[src/rtl/counter_sweep_ctrl.sv]
// counter_sweep_ctrl
// Sequencer placed upstream of counter_8b_full. It steers the counter's
// data/load/down_up/hold_n inputs so that q sweeps lo->hi->lo a programmed
// number of times (or until stopped), optionally dwelling DWELL cycles at each
// bound. The counter's q is fed back on cnt_q so that turnarounds land exactly
// on the bounds and any loss of synchronisation is flagged.
//
// Ports
//   clock_n    : system clock shared with the counter (rising edge active)
//   reset_n    : asynchronous active-low reset
//   start      : level-sampled run request, honoured only when idle
//   stop       : synchronous abort of a run
//   lo, hi     : sweep bounds, latched at start (hi must be >= lo+2)
//   n_sweeps   : sweep count, latched at start; 0 runs until stopped
//   cnt_q      : counter value fed back from counter_8b_full.q
//   data       : counter preload value (latched lo)
//   load       : counter load strobe
//   down_up    : counter direction, 1 = down
//   hold_n     : counter enable, 0 = freeze
//   busy       : high whenever a run is in progress
//   done       : one-cycle pulse when the programmed sweeps complete
//   sweep_cnt  : sweeps completed in the current run
//   err        : sticky flag for bad bounds or desync
module counter_sweep_ctrl #(
    parameter int DWELL = 0
) (
    input  logic       clock_n,
    input  logic       reset_n,
    input  logic       start,
    input  logic       stop,
    input  logic [7:0] lo,
    input  logic [7:0] hi,
    input  logic [7:0] n_sweeps,
    input  logic [7:0] cnt_q,
    output logic [7:0] data,
    output logic       load,
    output logic       down_up,
    output logic       hold_n,
    output logic       busy,
    output logic       done,
    output logic [7:0] sweep_cnt,
    output logic       err
);

    typedef enum logic [2:0] {
        ST_IDLE     = 3'd0,
        ST_LOAD     = 3'd1,
        ST_UP       = 3'd2,
        ST_DWELL_HI = 3'd3,
        ST_DOWN     = 3'd4,
        ST_DWELL_LO = 3'd5
    } state_t;

    localparam logic       DWELL_EN   = (DWELL > 0);
    localparam logic [3:0] DWELL_LAST = (DWELL > 0) ? 4'(DWELL - 1) : 4'd0;

    state_t     state_r, state_s;
    logic [7:0] lo_r, lo_s;
    logic [7:0] hi_r, hi_s;
    logic [7:0] n_r, n_s;
    logic [7:0] sweep_r, sweep_s;
    logic       err_r, err_s;
    logic       done_r, done_s;
    logic [3:0] dwell_r, dwell_s;

    logic       bounds_ok_s;
    logic       out_of_range_s;
    logic [7:0] sweep_inc_s;

    // Bound check is done in 9 bits so lo near 255 cannot wrap into a false pass
    assign bounds_ok_s    = ({1'b0, hi} >= ({1'b0, lo} + 9'd2));
    assign out_of_range_s = (cnt_q < lo_r) || (cnt_q > hi_r);
    assign sweep_inc_s    = sweep_r + 8'd1;

    // Next-state and next-register computation
    always_comb begin
        state_s = state_r;
        lo_s    = lo_r;
        hi_s    = hi_r;
        n_s     = n_r;
        sweep_s = sweep_r;
        err_s   = err_r;
        done_s  = 1'b0;
        dwell_s = dwell_r;

        if (stop && (state_r != ST_IDLE)) begin
            // Abort wins over any turnaround or completion on the same edge
            state_s = ST_IDLE;
        end else begin
            case (state_r)
                ST_IDLE: begin
                    if (start && bounds_ok_s) begin
                        lo_s    = lo;
                        hi_s    = hi;
                        n_s     = n_sweeps;
                        sweep_s = 8'd0;
                        err_s   = 1'b0;
                        state_s = ST_LOAD;
                    end else if (start) begin
                        err_s = 1'b1;
                    end else begin
                        state_s = ST_IDLE;
                    end
                end
                ST_LOAD: begin
                    state_s = ST_UP;
                end
                ST_UP: begin
                    if (out_of_range_s) begin
                        err_s   = 1'b1;
                        state_s = ST_IDLE;
                    end else if (cnt_q == (hi_r - 8'd1)) begin
                        // Counter reaches hi on this same edge
                        dwell_s = 4'd0;
                        state_s = DWELL_EN ? ST_DWELL_HI : ST_DOWN;
                    end else begin
                        state_s = ST_UP;
                    end
                end
                ST_DWELL_HI: begin
                    if (dwell_r == DWELL_LAST) begin
                        state_s = ST_DOWN;
                    end else begin
                        dwell_s = dwell_r + 4'd1;
                    end
                end
                ST_DOWN: begin
                    if (out_of_range_s) begin
                        err_s   = 1'b1;
                        state_s = ST_IDLE;
                    end else if (cnt_q == (lo_r + 8'd1)) begin
                        // Counter reaches lo on this same edge: one sweep done
                        sweep_s = sweep_inc_s;
                        dwell_s = 4'd0;
                        if ((n_r != 8'd0) && (sweep_inc_s == n_r)) begin
                            done_s  = 1'b1;
                            state_s = ST_IDLE;
                        end else begin
                            state_s = DWELL_EN ? ST_DWELL_LO : ST_UP;
                        end
                    end else begin
                        state_s = ST_DOWN;
                    end
                end
                ST_DWELL_LO: begin
                    if (dwell_r == DWELL_LAST) begin
                        state_s = ST_UP;
                    end else begin
                        dwell_s = dwell_r + 4'd1;
                    end
                end
                default: begin
                    state_s = ST_IDLE;
                end
            endcase
        end
    end

    // State and datapath registers
    always_ff @(posedge clock_n or negedge reset_n) begin
        if (!reset_n) begin
            state_r <= ST_IDLE;
            lo_r    <= 8'd0;
            hi_r    <= 8'd0;
            n_r     <= 8'd0;
            sweep_r <= 8'd0;
            err_r   <= 1'b0;
            done_r  <= 1'b0;
            dwell_r <= 4'd0;
        end else begin
            state_r <= state_s;
            lo_r    <= lo_s;
            hi_r    <= hi_s;
            n_r     <= n_s;
            sweep_r <= sweep_s;
            err_r   <= err_s;
            done_r  <= done_s;
            dwell_r <= dwell_s;
        end
    end

    // Moore decode of counter controls from the registered state
    always_comb begin
        load    = 1'b0;
        down_up = 1'b0;
        hold_n  = 1'b0;
        case (state_r)
            ST_IDLE:     begin load = 1'b0; down_up = 1'b0; hold_n = 1'b0; end
            ST_LOAD:     begin load = 1'b1; down_up = 1'b0; hold_n = 1'b1; end
            ST_UP:       begin load = 1'b0; down_up = 1'b0; hold_n = 1'b1; end
            ST_DWELL_HI: begin load = 1'b0; down_up = 1'b1; hold_n = 1'b0; end
            ST_DOWN:     begin load = 1'b0; down_up = 1'b1; hold_n = 1'b1; end
            ST_DWELL_LO: begin load = 1'b0; down_up = 1'b0; hold_n = 1'b0; end
            default:     begin load = 1'b0; down_up = 1'b0; hold_n = 1'b0; end
        endcase
    end

    assign data      = lo_r;
    assign busy      = (state_r != ST_IDLE);
    assign done      = done_r;
    assign sweep_cnt = sweep_r;
    assign err       = err_r;

endmodule

[config.mk]
export PLATFORM = sky130hd
export DESIGN_NAME = counter_sweep_ctrl
export DESIGN_NICKNAME = d
export VERILOG_FILES = /design/src/rtl/counter_sweep_ctrl.sv
export SDC_FILE = /design/constraint.sdc
export NUM_CORES = 1
export LEC_CHECK = 0
export BUFFER_PORTS_ARGS = -buffer_cell sky130_fd_sc_hd__buf_2
export CORE_MARGIN = 3
export CORE_UTILIZATION = 54
export CTS_BUF_LIST = sky130_fd_sc_hd__clkbuf_4
export DETAILED_ROUTE_END_ITERATION = 8
export PLACE_DENSITY_LB_ADDON = 0.15
export SETUP_SLACK_MARGIN = 0.15
export SLEW_MARGIN = 20
export SYNTH_ARGS = -nofsm -noshare
export SYNTH_HDL_FRONTEND = slang
export SYNTH_SLANG_ARGS = --single-unit
[constraint.sdc]
create_clock -name clock_n -period 2.95 [get_ports clock_n]
set_input_delay 0.1475 -clock clock_n [delete_from_list [all_inputs] [get_ports clock_n]]
set_output_delay 0.1475 -clock clock_n [all_outputs]
set_load 0.01 [all_outputs]
==> impl_metrics.csv, run 1 <==
group,metric,value,unit
yosys,synth_ff_type,"dfrtp_1",
critical_path,arrival,2920,ps
critical_path,worstSetupEndpointType,"flop",
yosys,netlist_top_cells_area,"dfrtp_1, ha_1, mux2_2, xnor2_1, xor2_1",
yosys,synth_edf_count,0,
grt,antenna_found_initial,0,
floorplan,chipWidth,83.1,um
floorplan,core-area,5640,um^2
grt,grt-ovfl-total,0,
floorplan,start_util,56.9,%
detailed_routing,drt_pass1_iterations,4,
yosys,async_flop_share,100,%
clock_tree,cts_sinks,41,
power_and_ir_drop,peakVddDrop,0.417,mV
floorplan,die-area,6900,um^2
final_layout,antenna_cells,0,
detailed_routing,finalWirelength,7780,um
grt,grt_util_all_layers,23.5,%
placed_design,numPortBuffers,57,
timing,max-slew-margin-rel,35.9,%
critical_path,cpPeakStageDelay,560,ps
critical_path,cpMostUsedCell,"a211o_1",
timing,fmax,378,MHz
final_layout,area_growth,18.2,%
job,max_cap_viol_count,0,
timing,clock_skew,22.1,ps
floorplan,ios,58,
critical_path,path_cells,"inv_1, ha_2, nand2_1, xnor2_1, or4_1, nor4b_4, a31oi_1, a211o_1, a211o_1",
timing,setup_viol,0,
power_and_ir_drop,pwr_density_cell,768,nW/um^2
grt,grt_pass1_wl,13400,um
clock_tree,cts_inserted_buffers,5,
timing,worst_slack,307,ps
clock_tree,h-tree-depth,2,
detailed_routing,vias,2879,
detailed_routing,via_per_inst,5.79,
critical_path,start_kind,"flop",
detailed_routing,wire_per_inst,15.6,um
detailed_routing,drt_iter0_drc,231,
timing,tightest_slew,961,ps
yosys,yosysTopAreaCell,"dfrtp_1",
yosys,yosysMostFrequentCell,"dfrtp_1",
clock_tree,clk_pin_slew,140,ps
placed_design,place_congestion,0.896,
grt,grt_pass1_vias,2803,
timing,tns,0,ps
clock_tree,cts_setup_buffers,0,
floorplan,die_y,83.1,um
floorplan,fp-row-count,27,
critical_path,critPathKind,"reg -> reg",
timing,slew_viol_final,0,
critical_path,cp_max_fo,6,
yosys,yosysSeqAreaShare,32.0,%
detailed_routing,ant_nets,0,
critical_path,required,3220,ps
yosys,synth_warnings,0,
detailed_routing,route.met2.wl,3540,um
clock_tree,cts_buffer_depth,2,
power_and_ir_drop,p_leak,1.77,nW
final_layout,layout-drive-gt1-share,24.9,%
yosys,synth_nets,418,
critical_path,cp_slowest_cell,"or4_1",
yosys,yosysUniqueCellTypes,51,
placed_design,dp_hpwl,6040,um
yosys,mappedNetlistArea,3210,um^2
yosys,yosysTopAreaCellShare,32.0,%
critical_path,cp_num_buf_inv,1,
clock_tree,clk_latency,370,ps
clock_tree,root_buffer,"clkbuf_4",
grt,grt_max_degree,42,
timing,hold_violations,0,
critical_path,path_delay_family,"simple AND/OR/NAND/NOR gates",
min_path,hp-class,"in -> reg",
clock_tree,cts_tree,"built",
detailed_routing,wl_met1,3810,um
timing,post-route-min-period,2640,ps
timing,period_share,89.6,%
yosys,avgSynthCellArea,9.12,um^2
yosys,synth_common_cells,"dfrtp_1, ha_1, inv_1",
timing,grt_setup_unrepaired,"false",
yosys,ys_seq_elements,41,
yosys,synthCells,352,
placed_design,pre_cts_slack,218,ps
detailed_routing,drc,0,
final_layout,nNetsFinal,490,
detailed_routing,wl_met3,349,um
detailed_routing,highest_layer,"met4",
status,run_status,"complete, no violations",
-- worst paths after layout --
kind                                   from          to  slack, ps  depth (start not counted)
worst max-delay path                hi_r[0]  dwell_r[3]        310                          9
worst min-delay path            n_sweeps[7]      n_r[7]         30                          2
worst max register to register      hi_r[0]  dwell_r[3]        310                          9
worst min register to register          err         err        520                          1
max in group asynchronous           reset_n     data[5]       1890                          2
min in group asynchronous           reset_n  state_r[0]        460                          2
-- routing by layer --
metal	global-route usage, %	vias to the layer above
met2	36.7	78
met5	0	-
met4	5.79	0
met3	4.46	8
met1	33.6	1377
li1	-	1416
-- flip-flops by register name (all words and copies together), names as in the netlist --
signal     cells
hi_r           8
sweep_cnt      8
data           8
done           1
n_r            8
state_r        3
err            1
dwell_r        4
-- logic make-up after synthesis --
| kind of cell | share of synthesized area [%] |
|---|---|
| fa+ha+maj | 11.7 |
| simple gates | 17.2 |
| mux | 8.42 |
| flops | 32.0 |
| buf+inv | 4.21 |
| compound gates | 17.5 |
| xor+xnor | 9.01 |
-- where the power goes --
| group | total, mW | leakage [nW] | internal, mW | switching [mW] |
|---|---|---|---|---|
| combinational | 1.51 | 1.22 | 0.730 | 0.783 |
| sequential | 1.02 | 0.510 | 0.766 | 0.255 |
| clock | 0.379 | 0.0433 | 0.186 | 0.193 |
| total | 2.91 | 1.77 | 1.68 | 1.23 |
-- through the flow --
| step | total power, mW | cell area, um^2 | util, % | instances | hold slack, ps |
|---|---|---|---|---|---|
| after floorplan | 2.04 | 3210 | - | 352 | -148 |
| after global placement | 2.43 | 3610 | 64.0 | 481 | 344 |
| after detailed placement | 2.49 | 3610 | 64.0 | 481 | 360 |
| after CTS | 2.88 | 3760 | 66.6 | 496 | 3.46 |
| after global routing | 3.19 | 3790 | 67.2 | 497 | 13.8 |
| final | 2.91 | 3790 | 67.2 | 497 | 28.6 |
-- final cells by class --
| class | instances | area (um^2) |
|---|---|---|
| inverters | 29 | 109 |
| flip-flops and latches | 41 | 1030 |
| clock inverters | 2 | 33.8 |
| clock buffers | 6 | 45.0 |
| well taps | 72 | 90.1 |
| multi-input cells | 275 | 2070 |
| fillers | 482 | 1850 |
| repair buffers | 72 | 418 |
-- repair_timing --
action	4_1_cts	5_1_grt
setup endpoints to repair	0	13
hold endpoints to repair	47	1
resized for setup	0	4
hold buffers	7	1
-- cells in the final DEF, fill, tap and decap left out, drive strengths merged, types with 5 or more instances in the layout --
cell type / Yosys / routed
mux2: 24 / 24
ha: 30 / 30
nand2: 22 / 22
a21oi: 16 / 16
a31oi: 7 / 7
xnor2: 18 / 18
o21ai: 19 / 19
nand2b: 6 / 6
and2: 5 / 5
buf: 0 / 64
inv: 29 / 29
nand3: 25 / 25
nor3: 6 / 6
xor2: 15 / 15
dlygate4sd3: 0 / 8
dfrtp: 41 / 41
nor2: 21 / 21
nor4: 6 / 6
clkbuf: 7 / 6
No activity file was read; power rests on OpenSTA's default activity.
==> run 2, diff against run 1 <==
CORE_UTILIZATION = 58   (was 54)
==> impl_metrics.csv, run 2 (same netlist as run 1, synthesis figures left out) <==
group,metric,value,unit
grt,grt_max_degree,42,
clock_tree,root_buffer,"clkbuf_4",
power_and_ir_drop,peakVddDrop,0.486,mV
floorplan,core-area,5240,um^2
final_layout,layout_common_cells,"buf_2, dfrtp_1, inv_1, ha_1",
power_and_ir_drop,power,2.84,mW
floorplan,start_util,61.3,%
grt,grt_util_all_layers,25.2,%
placed_design,dp_hpwl,5940,um
final_layout,final_common_cell,"buf_2",
final_layout,stdcell_count,488,
timing,tightest_slew,967,ps
clock_tree,cts_inserted_buffers,5,
grt,grt-ovfl-total,0,
grt,grt_pass1_wl,12800,um
job,max_cap_viol_count,0,
critical_path,start_kind,"flop",
floorplan,chipWidth,80.4,um
critical_path,required,3200,ps
detailed_routing,ant_nets,0,
final_layout,area_growth,15.8,%
floorplan,die-area,6460,um^2
placed_design,place_congestion,0.922,
clock_tree,h-tree-depth,2,
detailed_routing,finalWirelength,7560,um
clock_tree,cts_tree,"built",
placed_design,numPortBuffers,57,
timing,fmax,377,MHz
detailed_routing,vias,2865,
floorplan,ios,58,
floorplan,die_y,80.4,um
clock_tree,cts_sinks,41,
status,run_status,"complete, no violations",
final_layout,nNetsFinal,484,
detailed_routing,via_per_inst,5.87,
clock_tree,clk_pin_slew,130,ps
clock_tree,clk_latency,350,ps
power_and_ir_drop,p_leak,1.73,nW
final_layout,num-fill-cells,438,
final_layout,stdcell_area,3710,um^2
floorplan,fp-row-count,26,
final_layout,antenna_cells,0,
placed_design,dp.cells,479,
timing,tns,0,ps
min_path,hp-class,"in -> reg",
timing,period_share,89.9,%
critical_path,arrival,2910,ps
critical_path,critPathKind,"reg -> reg",
critical_path,cp_max_fo,6,
timing,max-slew-margin-rel,35.5,%
timing,slew_viol_final,0,
placed_design,pre_cts_slack,195,ps
detailed_routing,drt_pass1_iterations,6,
power_and_ir_drop,pwr_density_cell,763,nW/um^2
detailed_routing,drc,0,
timing,setup_viol,0,
timing,post-route-min-period,2650,ps
critical_path,worstSetupEndpointType,"flop",
final_layout,layout-drive-gt1-share,26.3,%
detailed_routing,drt_iter0_drc,127,
placed_design,placed_area,3610,um^2
clock_tree,cts_buffer_depth,2,
grt,antenna_found_initial,0,
grt,grt_pass1_vias,2784,
detailed_routing,wire_per_inst,15.5,um
timing,worst_slack,297,ps
timing,hold_violations,0,
timing,clock_skew,13.0,ps
timing,grt_setup_unrepaired,"false",
-- run 2: cell count changes in the layout (fill, tap and decap cells not counted) --
| cell | previous run | this run |
|---|---|---|
| dfrtp_2 | 0 | 1 |
| nor4_1 | 5 | 4 |
| nor4_2 | 1 | 2 |
| clkinv_4 | 0 | 1 |
| bufinv_16 | 1 | 0 |
| nand3_2 | 0 | 1 |
| nand3_1 | 25 | 24 |
| buf_4 | 7 | 8 |
| clkinv_1 | 1 | 0 |
| dfrtp_1 | 41 | 40 |
| dlygate4sd3_1 | 8 | 1 |
-- run 2: stage by stage --
stage	hold slack, ps	util [%]
after floorplan	-148	-
after global placement	347	68.9
after detailed placement	351	68.9
after CTS	2.09	70.1
after global routing	2.25	70.9
final	19.4	70.9
-- run 2: repair_timing --
item / 4_1_cts / 5_1_grt
hold buffers: 1 / 0
hold endpoints to repair: 41 / 0
endpoints found under the setup margin: 0 / 13
gates resized for setup: 0 / 7
setup buffers: 0 / 1
-- run 2: final cells by class --
| class | count | area (um^2) | area share, % |
|---|---|---|---|
| Clock buffer | 6 | 45.0 | 1.21 |
| Clock inverter | 1 | 8.76 | 0.236 |
| Inverter | 29 | 109 | 2.93 |
| Multi-Input combinational cell | 275 | 2080 | 56.0 |
| Sequential cell | 41 | 1030 | 27.7 |
| Tap cell | 70 | 87.6 | 2.36 |
| Timing Repair Buffer | 66 | 355 | 9.57 |
-- run 2: worst paths after layout --
check | startpoint | end | slack [ps] | depth (start not counted)
worst max-delay path | hi_r[0] | dwell_r[3] | 300 | 9
worst max register to register | hi_r[0] | dwell_r[3] | 300 | 9
min in group asynchronous | reset_n | dwell_r[0] | 480 | 2
worst min register to register | err | err | 500 | 1
worst min-delay path | n_sweeps[0] | n_r[0] | 20 | 2
max in group asynchronous | reset_n | hi_r[5] | 1800 | 2
-- run 2: where the power goes --
part	internal, mW	leakage (nW)	total [mW]	switching [mW]
combinational	0.738	1.19	1.52	0.779
sequential	0.767	0.509	1.03	0.262
clock	0.100	0.0317	0.289	0.189
-- run 2: critical path, cell delays in order (launching register included) --
cell	delay [ps]
dfrtp_1	440
inv_1	90
ha_2	240
nand2_1	80
xnor2_1	120
or4_1	550
nor4b_4	360
a31oi_1	120
a211o_1	280
a211o_1	300
-- run 2: per-layer routing --
metal | global-route usage (%) | vias up | share of wire, %
li1 | - | 1411 | -
met1 | 35.3 | 1379 | 49
met2 | 40.9 | 66 | 46
met3 | 3.81 | 9 | 3.7
met4 | 5.91 | 0 | 0.94
met5 | 0 | - | 0
==> run 3, diff against run 2 <==
==> constraint.sdc (replaced) <==
create_clock -name clock_n -period 2.95 [get_ports clock_n]
set_input_delay 0.59 -clock clock_n [delete_from_list [all_inputs] [get_ports clock_n]]
set_output_delay 0.59 -clock clock_n [all_outputs]
set_load 0.01 [all_outputs]
==> impl_metrics.csv, run 3 (same netlist as run 1, synthesis figures left out) <==
group,metric,value,unit
grt,grt_max_degree,42,
grt,grt-ovfl-total,0,
clock_tree,clk_pin_slew,140,ps
job,max_cap_viol_count,0,
detailed_routing,ant_nets,0,
detailed_routing,drt_iter0_drc,213,
floorplan,die-area,6460,um^2
final_layout,layout_common_cells,"buf_2, dfrtp_1, inv_1, ha_1, nand3_1",
clock_tree,cts_sinks,41,
timing,hold_violations,0,
floorplan,start_util,61.3,%
final_layout,antenna_cells,0,
final_layout,final_common_cell,"buf_2",
placed_design,numPortBuffers,57,
final_layout,stdcell_count,490,
timing,setup_viol,0,
timing,tns,0,ps
timing,max-slew-margin-rel,38.1,%
clock_tree,root_buffer,"clkbuf_4",
critical_path,arrival,2940,ps
grt,grt_pass1_vias,2751,
critical_path,worstSetupEndpointType,"flop",
power_and_ir_drop,peakVddDrop,0.529,mV
critical_path,cp_max_fo,4,
placed_design,dp_hpwl,5880,um
status,run_status,"complete, no violations",
floorplan,chipWidth,80.4,um
floorplan,ios,58,
critical_path,required,3220,ps
power_and_ir_drop,p_leak,1.73,nW
timing,tightest_slew,929,ps
timing,post-route-min-period,2670,ps
final_layout,num-fill-cells,437,
floorplan,fp-row-count,26,
detailed_routing,vias,2911,
critical_path,start_kind,"flop",
grt,grt_pass1_wl,12800,um
clock_tree,cts_buffer_depth,2,
min_path,hp-class,"in -> async",
final_layout,nNetsFinal,485,
detailed_routing,drc,0,
critical_path,reg2reg_to,"dwell_r[3]",
detailed_routing,wire_per_inst,15.3,um
critical_path,reg2reg_depth,10,
power_and_ir_drop,pwr_density_cell,755,nW/um^2
timing,period_share,90.4,%
critical_path,critPathKind,"reg -> reg",
placed_design,place_congestion,0.919,
critical_path,rr_startpoint,"hi_r[7]",
clock_tree,cts_tree,"built",
final_layout,layout-drive-gt1-share,26.9,%
floorplan,core-area,5240,um^2
detailed_routing,drt_pass1_iterations,5,
floorplan,die_y,80.4,um
detailed_routing,via_per_inst,5.94,
critical_path,rrSetupSlack,280,ps
power_and_ir_drop,power,2.80,mW
timing,grt_setup_unrepaired,"true",
timing,clock_skew,26.7,ps
placed_design,dp.cells,479,
detailed_routing,finalWirelength,7520,um
final_layout,area_growth,15.6,%
placed_design,placed_area,3610,um^2
clock_tree,cts_inserted_buffers,5,
clock_tree,clk_latency,360,ps
clock_tree,h-tree-depth,2,
final_layout,stdcell_area,3710,um^2
timing,fmax,375,MHz
grt,antenna_found_initial,0,
grt,grt_util_all_layers,25.4,%
timing,slew_viol_final,0,
==> run 3: changes by cell type in the layout (fill, tap and decap cells not counted), moves of 2 or more <==
| cell | delta |
|---|---|
| buf_4 | +2 |
| clkinv_2 | +2 |
| dfrtp_2 | +3 |
| dfrtp_1 | -3 |
==> run 3: metrics by stage <==
step | worst slack, ps | hold WS, ps | util, %
global placement | 89.6 | 475 | 69.0
floorplan | 227 | 294 | -
detailed placement | 43.6 | 492 | 69.0
CTS | 176 | 377 | 70.1
global route | 108 | 398 | 70.8
finish | 283 | 338 | 70.8
==> run 3: per-layer routing <==
metal  part of all wire [%]  routed length [um]  global-route usage (%)  vias to the layer above
met4                    1.5                 112                    6.76                        0
li1                       -                   -                       -                     1422
met2                     46                3460                    40.1                       95
met5                      0                   0                       0                        -
met1                     48                3580                    36.7                     1380
met3                    4.8                 358                    3.36                       14
==> run 3: final cells by class <==
cell class	instances	area (um^2)	area share [%]
sequential	41	1030	27.8
timing repair buffer	67	360	9.72
multi-input combinational	275	2070	55.7
tap	70	87.6	2.36
clock buffer	5	37.5	1.01
clock inverter	3	17.5	0.472
inverter	29	109	2.94
==> run 3: power by group <==
| part | switching, mW | total (mW) | internal, mW |
|---|---|---|---|
| Clock | 0.192 | 0.282 | 0.0901 |
| Sequential | 0.290 | 1.06 | 0.772 |
| Combinational | 0.738 | 1.45 | 0.717 |
==> run 3: how the worst max path moves through the flow <==
stage	endpoint	startpoint	slack, ps	depth (start not counted)
floorplan	data[0]	lo[3]	230	8
global placement	dwell_r[3]	cnt_q[7]	90	10
detailed placement	dwell_r[3]	cnt_q[7]	40	10
CTS	dwell_r[3]	hi_r[1]	180	9
global route	dwell_r[3]	hi_r[7]	110	10
finish	dwell_r[3]	hi_r[7]	280	10
==> run 3: worst max-delay path: stages (launching register included) <==
cell      delay, ps
dfrtp_1         420
inv_1            60
ha_1            310
nand4_1         110
nor3_1          280
nor2_1          110
a221oi_2        320
o2111a_2        280
a21oi_2          80
a211o_1         320
a211o_1         300
==> run 3: repair_timing <==
item | in CTS | in global routing
gates resized for setup | 0 | 6
hold endpoints to repair | 0 | 0
endpoints found under the setup margin | 0 | 7
hold buffers | 0 | 0
buffers inserted | 0 | 3
